<file path="config.mk">
export PLATFORM = sky130hd
export DESIGN_NAME = spike_gen_flat
export DESIGN_NICKNAME = d
export VERILOG_FILES = /design/src/rtl/snn_pkg.sv /design/src/rtl/spike_gen_if.sv /design/src/rtl/spike_gen_refrac_counter.sv /design/src/rtl/spike_gen.sv /design/src/flat_wrapper.sv
export SDC_FILE = /design/constraint.sdc
export NUM_CORES = 1
export LEC_CHECK = 0
export ABC_AREA = 1
export ABC_CLOCK_PERIOD_IN_PS = 2009
export BUFFER_PORTS_ARGS = -buffer_cell sky130_fd_sc_hd__buf_2
export CORE_UTILIZATION = 49
export CTS_BUF_LIST = sky130_fd_sc_hd__clkbuf_4 sky130_fd_sc_hd__clkbuf_8 sky130_fd_sc_hd__clkbuf_16
export DETAILED_ROUTE_END_ITERATION = 8
export PLACE_DENSITY = 0.84
export SLEW_MARGIN = 20
export SYNTH_ARGS = -nofsm -noshare
export SYNTH_HDL_FRONTEND = slang
export SYNTH_HIERARCHICAL = 1
export SYNTH_SLANG_ARGS = --single-unit
</file>
<file path="constraint.sdc">
create_clock -name clk -period 2.01 [get_ports clk]
set_input_delay 0.402 -clock clk [delete_from_list [all_inputs] [get_ports clk]]
set_output_delay 0.402 -clock clk [all_outputs]
set_load 0.005 [all_outputs]
</file>
<file path="src/rtl/snn_pkg.sv">
// Shared definitions for the spiking-neuron datapath.
//   DATA_W_DEF : default membrane/threshold width
//   state_t    : spike generator FSM states
//   sat_add    : saturating add used by the spike counter and adaptive threshold
package snn_pkg;

  localparam int unsigned DATA_W_DEF = 8;

  typedef enum logic [1:0] {
    INTEG  = 2'd0,
    FIRE   = 2'd1,
    REFRAC = 2'd2
  } state_t;

  // Adds step to val and clamps the result at max_val (33-bit sum avoids wrap).
  function automatic logic [31:0] sat_add(input logic [31:0] val,
                                          input logic [31:0] step,
                                          input logic [31:0] max_val);
    logic [32:0] sum;
    sum = {1'b0, val} + {1'b0, step};
    if (sum > {1'b0, max_val}) begin
      return max_val;
    end
    return sum[31:0];
  endfunction

endpackage

</file>
<file path="src/rtl/spike_gen_if.sv">
// Bus bundle between the membrane accumulator, the spike generator and the
// next layer.
//   slave  : spike generator side (samples en/v_mem/v_valid/thr_*/spike_ready,
//            drives spk/acc_clear/spike_valid/overrun/spike_count/busy_refrac)
//   master : environment side (mirror image)
interface spike_gen_if #(
  parameter int unsigned DATA_W = snn_pkg::DATA_W_DEF,
  parameter int unsigned CNT_W  = 16
);

  logic                     en;
  logic signed [DATA_W-1:0] v_mem;
  logic                     v_valid;
  logic signed [DATA_W-1:0] thr_in;
  logic                     thr_load;
  logic                     spk;
  logic                     acc_clear;
  logic                     spike_valid;
  logic                     spike_ready;
  logic                     overrun;
  logic [CNT_W-1:0]         spike_count;
  logic                     busy_refrac;

  modport master (
    output en, v_mem, v_valid, thr_in, thr_load, spike_ready,
    input  spk, acc_clear, spike_valid, overrun, spike_count, busy_refrac
  );

  modport slave (
    input  en, v_mem, v_valid, thr_in, thr_load, spike_ready,
    output spk, acc_clear, spike_valid, overrun, spike_count, busy_refrac
  );

endinterface

</file>
<file path="src/rtl/spike_gen_refrac_counter.sv">
// Refractory strobe counter: counts i_inc pulses and raises o_done_c
// combinationally on the pulse that completes STEPS counts, wrapping to 0.
//   clk, rst  : clock, synchronous active-high reset
//   i_clr     : synchronous clear
//   i_inc     : count one strobe
//   o_done_c  : this strobe completes the refractory period
module spike_gen_refrac_counter #(
  parameter int unsigned STEPS = 3
) (
  input  logic clk,
  input  logic rst,
  input  logic i_clr,
  input  logic i_inc,
  output logic o_done_c
);

  localparam int unsigned CW = (STEPS > 1) ? $clog2(STEPS) : 1;
  localparam logic [CW-1:0] LAST = (STEPS > 0) ? CW'(STEPS - 1) : '0;

  logic [CW-1:0] r_cnt;

  assign o_done_c = i_inc & (r_cnt == LAST);

  // Count strobes; the completing strobe returns the counter to zero.
  always_ff @(posedge clk) begin
    if (rst || i_clr) begin
      r_cnt <= '0;
    end else if (i_inc) begin
      r_cnt <= o_done_c ? '0 : r_cnt + CW'(1);
    end
  end

endmodule

</file>
<file path="src/rtl/spike_gen.sv">
// Spike generator: samples the signed membrane potential on each time-step
// strobe, fires when it reaches the threshold, pulses spk/acc_clear back to
// the accumulator, offers a token to the next layer over valid/ready and
// then holds off for REFRAC_STEPS strobes.
//   clk, rst : clock, synchronous active-high reset
//   bus      : spike_gen_if.slave (en, v_mem, v_valid, thr_in, thr_load,
//              spike_ready in; spk, acc_clear, spike_valid, overrun,
//              spike_count, busy_refrac out; all outputs registered)
// Optional build macro SPIKE_GEN_ADAPTIVE_THRESH_EN adds an adaptive
// threshold offset that rises on every spike and decays on quiet strobes.
module spike_gen import snn_pkg::*; #(
  parameter int unsigned DATA_W       = DATA_W_DEF,
  parameter int          THRESH       = 64,
  parameter int unsigned REFRAC_STEPS = 3,
  parameter int unsigned CNT_W        = 16,
  parameter int unsigned ADAPT_STEP   = 8
) (
  input  logic        clk,
  input  logic        rst,
  spike_gen_if.slave  bus
);

  // Two guard bits so thr + adapt never wraps during the compare.
  localparam int unsigned CMP_W = DATA_W + 2;
  localparam logic [31:0] CNT_MAX = 32'((64'd1 << CNT_W) - 64'd1);
  localparam logic signed [DATA_W-1:0] THR_RST = DATA_W'(THRESH);

  state_t                   r_state;
  state_t                   w_state_next;
  logic signed [DATA_W-1:0] r_thr;
  logic [CNT_W-1:0]         r_count;
  logic                     r_spk;
  logic                     r_spike_valid;
  logic                     r_overrun;
  logic                     r_busy;

  logic                     w_strobe;
  logic                     w_fire;
  logic                     w_accept;
  logic                     w_refrac_inc;
  logic                     w_refrac_clr;
  logic                     w_refrac_done;
  logic [CNT_W-1:0]         w_count_next;
  logic                     w_spike_valid_next;
  logic                     w_overrun_next;
  logic signed [CMP_W-1:0]  w_vmem_ext;
  logic signed [CMP_W-1:0]  w_thr_ext;
  logic signed [CMP_W-1:0]  w_eff_thr;

  assign w_strobe     = bus.en & bus.v_valid;
  assign w_accept     = r_spike_valid & bus.spike_ready;
  assign w_vmem_ext   = {{2{bus.v_mem[DATA_W-1]}}, bus.v_mem};
  assign w_thr_ext    = {{2{r_thr[DATA_W-1]}}, r_thr};
  assign w_refrac_inc = (r_state == REFRAC) & w_strobe;
  assign w_refrac_clr = (r_state != REFRAC);

  spike_gen_refrac_counter #(
    .STEPS (REFRAC_STEPS)
  ) u_refrac (
    .clk      (clk),
    .rst      (rst),
    .i_clr    (w_refrac_clr),
    .i_inc    (w_refrac_inc),
    .o_done_c (w_refrac_done)
  );

`ifdef SPIKE_GEN_ADAPTIVE_THRESH_EN
  localparam logic signed [CMP_W-1:0] MAX_POS = CMP_W'((64'd1 << (DATA_W - 1)) - 64'd1);

  logic [DATA_W-1:0]       r_adapt;
  logic [DATA_W-1:0]       w_adapt_next;
  logic signed [CMP_W-1:0] w_headroom;

  assign w_eff_thr  = w_thr_ext + $signed({2'b00, r_adapt});
  // Largest adapt keeping thr + adapt at or below the maximum positive value.
  assign w_headroom = MAX_POS - w_thr_ext;

  // Rise by ADAPT_STEP on each spike, decay by one on each quiet strobe.
  always_comb begin
    w_adapt_next = r_adapt;
    if (w_fire) begin
      w_adapt_next = DATA_W'(sat_add(32'(r_adapt), 32'(ADAPT_STEP), 32'(w_headroom)));
    end else if ((r_state == INTEG) && w_strobe && (r_adapt != '0)) begin
      w_adapt_next = r_adapt - DATA_W'(1);
    end
  end

  always_ff @(posedge clk) begin
    if (rst) begin
      r_adapt <= '0;
    end else begin
      r_adapt <= w_adapt_next;
    end
  end
`else
  assign w_eff_thr = w_thr_ext;
`endif

  // Next state plus next values of every registered output.
  always_comb begin
    w_state_next       = r_state;
    w_fire             = 1'b0;
    w_count_next       = r_count;
    w_spike_valid_next = r_spike_valid;
    w_overrun_next     = r_overrun;

    case (r_state)
      INTEG: begin
        if (w_strobe && (w_vmem_ext >= w_eff_thr)) begin
          w_fire       = 1'b1;
          w_state_next = FIRE;
        end
      end
      // FIRE always lasts one cycle, even with en low.
      FIRE: begin
        w_state_next = (REFRAC_STEPS > 0) ? REFRAC : INTEG;
      end
      REFRAC: begin
        if (w_refrac_done) begin
          w_state_next = INTEG;
        end
      end
      default: begin
        w_state_next = INTEG;
      end
    endcase

    // A new spike re-arms the token even if the old one is accepted now.
    if (w_fire) begin
      w_spike_valid_next = 1'b1;
      w_count_next       = CNT_W'(sat_add(32'(r_count), 32'd1, CNT_MAX));
      if (r_spike_valid && !bus.spike_ready) begin
        w_overrun_next = 1'b1;
      end
    end else if (w_accept) begin
      w_spike_valid_next = 1'b0;
    end
  end

  // State and output registers.
  always_ff @(posedge clk) begin
    if (rst) begin
      r_state       <= INTEG;
      r_spk         <= 1'b0;
      r_spike_valid <= 1'b0;
      r_overrun     <= 1'b0;
      r_busy        <= 1'b0;
      r_count       <= '0;
    end else begin
      r_state       <= w_state_next;
      r_spk         <= (w_state_next == FIRE);
      r_spike_valid <= w_spike_valid_next;
      r_overrun     <= w_overrun_next;
      r_busy        <= (w_state_next == REFRAC);
      r_count       <= w_count_next;
    end
  end

  // Threshold register; a load lands at the edge, so a same-cycle compare sees the old value.
  always_ff @(posedge clk) begin
    if (rst) begin
      r_thr <= THR_RST;
    end else if (bus.en && bus.thr_load) begin
      r_thr <= bus.thr_in;
    end
  end

  assign bus.spk         = r_spk;
  assign bus.acc_clear   = r_spk;
  assign bus.spike_valid = r_spike_valid;
  assign bus.overrun     = r_overrun;
  assign bus.spike_count = r_count;
  assign bus.busy_refrac = r_busy;

endmodule

</file>
<file path="src/flat_wrapper.sv">
// flat-port wrapper written by rule: the top's interface ports become plain ports
module spike_gen_flat import snn_pkg::*;
#(
  parameter int unsigned DATA_W       = DATA_W_DEF,
  parameter int          THRESH       = 64,
  parameter int unsigned REFRAC_STEPS = 3,
  parameter int unsigned CNT_W        = 16,
  parameter int unsigned ADAPT_STEP   = 8
)
  (clk, rst, bus_en, bus_v_mem, bus_v_valid, bus_thr_in, bus_thr_load, bus_spike_ready, bus_spk, bus_acc_clear, bus_spike_valid, bus_overrun, bus_spike_count, bus_busy_refrac);
  spike_gen_if #(.DATA_W(DATA_W), .CNT_W(CNT_W)) bus_i ();
  input  logic clk;
  input  logic rst;
  input wire logic [$bits(bus_i.en)-1:0] bus_en;
  input wire logic [$bits(bus_i.v_mem)-1:0] bus_v_mem;
  input wire logic [$bits(bus_i.v_valid)-1:0] bus_v_valid;
  input wire logic [$bits(bus_i.thr_in)-1:0] bus_thr_in;
  input wire logic [$bits(bus_i.thr_load)-1:0] bus_thr_load;
  input wire logic [$bits(bus_i.spike_ready)-1:0] bus_spike_ready;
  output wire logic [$bits(bus_i.spk)-1:0] bus_spk;
  output wire logic [$bits(bus_i.acc_clear)-1:0] bus_acc_clear;
  output wire logic [$bits(bus_i.spike_valid)-1:0] bus_spike_valid;
  output wire logic [$bits(bus_i.overrun)-1:0] bus_overrun;
  output wire logic [$bits(bus_i.spike_count)-1:0] bus_spike_count;
  output wire logic [$bits(bus_i.busy_refrac)-1:0] bus_busy_refrac;
  assign bus_i.en = bus_en;
  assign bus_i.v_mem = bus_v_mem;
  assign bus_i.v_valid = bus_v_valid;
  assign bus_i.thr_in = bus_thr_in;
  assign bus_i.thr_load = bus_thr_load;
  assign bus_i.spike_ready = bus_spike_ready;
  assign bus_spk = bus_i.spk;
  assign bus_acc_clear = bus_i.acc_clear;
  assign bus_spike_valid = bus_i.spike_valid;
  assign bus_overrun = bus_i.overrun;
  assign bus_spike_count = bus_i.spike_count;
  assign bus_busy_refrac = bus_i.busy_refrac;
  spike_gen #(.DATA_W(DATA_W), .THRESH(THRESH), .REFRAC_STEPS(REFRAC_STEPS), .CNT_W(CNT_W), .ADAPT_STEP(ADAPT_STEP)) u_core (.clk(clk), .rst(rst), .bus(bus_i));
endmodule
</file>
==> impl_metrics.toml <==
[clocking]
htreeDepth = 2
clkTransAtPathRegs_ps = 70
clockBufferDepth = 2
clock_sinks = 32
cts_tree = "done"
hold_buffers = 0
insertion_delay_ps = 280
cts_root_buffer = "clkbuf_8"
cts_made_buffers = 5

[global_route]
grt.total_usage_pct = 24.7
grt_overflow = 0
grt_max_degree = 21
grt_first_pass_wirelength_um = 8110
grt_pass1_vias = 1945
antenna_found_initial = 0

[timing]
hold_ws_ps = 332
maxSlewViolCount = 0
hold_viol = 0
setup_viol = 0
min_period_ps = 1910
max_slew.worst_pin.slew_ps = 419
max_slew_margin_pct = 72.0
fmax_mhz = 523
layout_worst_path_cycle_share_pct = 95.1
finClkSkew_ps = 4.77
tns_ps = 0

[logic_synthesis]
synth_ff_type = "dfxtp_1"
seq_area_frac_synth_pct = 32.3
syn_avg_cell_area_um2 = 6.17
syn-cell-area_mm2 = 0.00198
synthTopCellsByArea = "dfxtp_1 32%, nand2_1 18%, nor2_1 10%, inv_1 7.4%, nand3_1 7.1%"
async_reset_ff_share_pct = 0
yosysTopAreaCell = "dfxtp_1"
yosysMostFrequentCell = "nand2_1"
syn_inst = 321
synth_commonest_cells = "96 x nand2_1, 55 x nor2_1, 39 x inv_1"
synth.distinct_cells = 27
synth_edf_count = 0
synth_warnings = 6
synth-seq-cells = 32
syn_nets = 353
synth_top_area_share_pct = 32.3

[detailed_routing]
num_vias = 2179
drc = 0
routed_wl_um = 4990
viasPerCell = 5.19
first_pass_iters = 5
ant_nets = 0
wl_per_cell_um = 11.9
drtIter0Drc = 147

[cells_and_area]
syn2layout_area_growth_pct = 26.3
antenna_cells = 0
drive_gt1_share_pct = 23.9
final_core_utilization_pct = 66.4
nNetsFinal = 403

[power]
p_leak_nw = 1.20
p_per_area_mw_per_mm2 = 624
finalPower_mw = 1.56
ir_drop_mv = 0.364

[die]
rows = 22
start_util_pct = 52.5
fp.dieW_um = 65.6
dieArea_mm2 = 0.00430
io_pins = 43
die_h_um = 65.6
core_area_mm2 = 0.00377

[setup_path]
cpMostUsedCell = "nor2_1"
cp.required_ps = 2220
end_kind = "flip-flop"
arrival_ps = 2120
setup.worst_path.class = "flip-flop to flip-flop"
slowest_stage = "dfxtp_4"
cp_max_fo = 6
startpoint_type = "flip-flop"
worst_r2r_path_depth = 13
crit_chain = "inv_2 -> ha_4 -> or2_2 -> nor2_1 -> nand2_1 -> nor2_1 -> nand2_1 -> nor2_1 -> nand2_1 -> nand2_2 -> buf_12 -> nor2_1 -> nor2_1"
slowest_delay_ps = 380

[flow_run]
cap_violations = 0

[worst_hold_path]
hold_path_class = "input pin to flip-flop"
hold_depth = 3

[placement]
dp_hpwl_um = 3530
place_congestion = 1.02
io_buffers = 42

[run_status]
status = "complete, no violations"
[final cells by class]
class | count | area [um^2]
Fill cell | 360 | 1270
Multi-Input combinational cell | 239 | 1210
Sequential cell | 32 | 648
Timing Repair Buffer | 52 | 332
Inverter | 41 | 154
Clock buffer | 7 | 90.1
Tap cell | 48 | 60.1
Clock inverter | 1 | 7.51
[power by group]
part	switching [mW]	internal [mW]
Combinational	0.185	0.136
Clock	0.231	0.291
Sequential	0.0406	0.678
Total	0.457	1.11
[cells by family after synthesis]
family          synth area share, %
xor+xnor                      0.442
compound gates                 7.96
fa+ha+maj                      6.32
flops                          32.3
simple gates                   42.8
buf+inv                        10.2
[metrics by stage]
stage | cell area, um^2 | std cells | setup WS, ps
2_1_floorplan | 1980 | 321 | 96.5
5_1_grt | 2500 | 420 | -44.1
3_3_place_gp | 2290 | 410 | 119
6_report | 2500 | 420 | 99.5
4_1_cts | 2390 | 418 | 46.4
3_5_place_dp | 2290 | 410 | 62.4
[placed cells by master (no fill, tap or decap), types with 7 or more instances in the layout]
master | synthesis | final
dfxtp_1 | 32 | 28
ha_1 | 10 | 8
nand3_1 | 28 | 28
nor2_2 | 8 | 7
inv_1 | 39 | 38
buf_2 | 2 | 42
a21oi_1 | 10 | 10
nor2_1 | 55 | 50
nand2_1 | 96 | 94
o21ai_0 | 11 | 11
[state kept, by name, indices dropped and copies added, names as in the netlist]
register                cells
u_core/bus.spike_count     16
u_core/r_thr                8
u_core/r_state              2
u_core/u_refrac/r_cnt       2
u_core/bus.acc_clear        1
u_core/bus.busy_refrac      1
u_core/bus.overrun          1
u_core/bus.spike_valid      1
[layer usage]
metal	up-vias	part of all wire, %	global-route usage (%)
met2	78	48	41.2
met1	988	43	30.2
met3	7	6.7	4.69
li1	1106	-	-
met5	-	0	0
met4	0	1.8	12.0
[worst max-delay path, delay by kind of cell (launching register included)]
family / cells / cell delay, ps
buffers and inverters: 2 / 200
AND/OR/NAND/NOR: 10 / 1010
adder cells (fa/ha/maj): 1 / 240
flip-flops: 1 / 380
[worst paths after layout]
check / from / to / slack [ps]
setup / recovery: u_core/bus.spike_count[0]$_SDFFE_PP0P_ / u_core/bus.spike_count[0]$_SDFFE_PP0P_ / 100
hold reg to reg: u_core/r_thr[2]$_SDFFE_PP0P_ / u_core/r_thr[2]$_SDFFE_PP0P_ / 460
hold / removal: bus_thr_in[6] / u_core/r_thr[6]$_SDFFE_PP1P_ / 330
setup reg to reg: u_core/bus.spike_count[0]$_SDFFE_PP0P_ / u_core/bus.spike_count[0]$_SDFFE_PP0P_ / 100
[what timing repair did]
action,in CTS,in global routing
setup buffers,0,1
setup endpoints to repair,0,15
gates resized for setup,0,23
No activity file was read; power rests on OpenSTA's default activity.
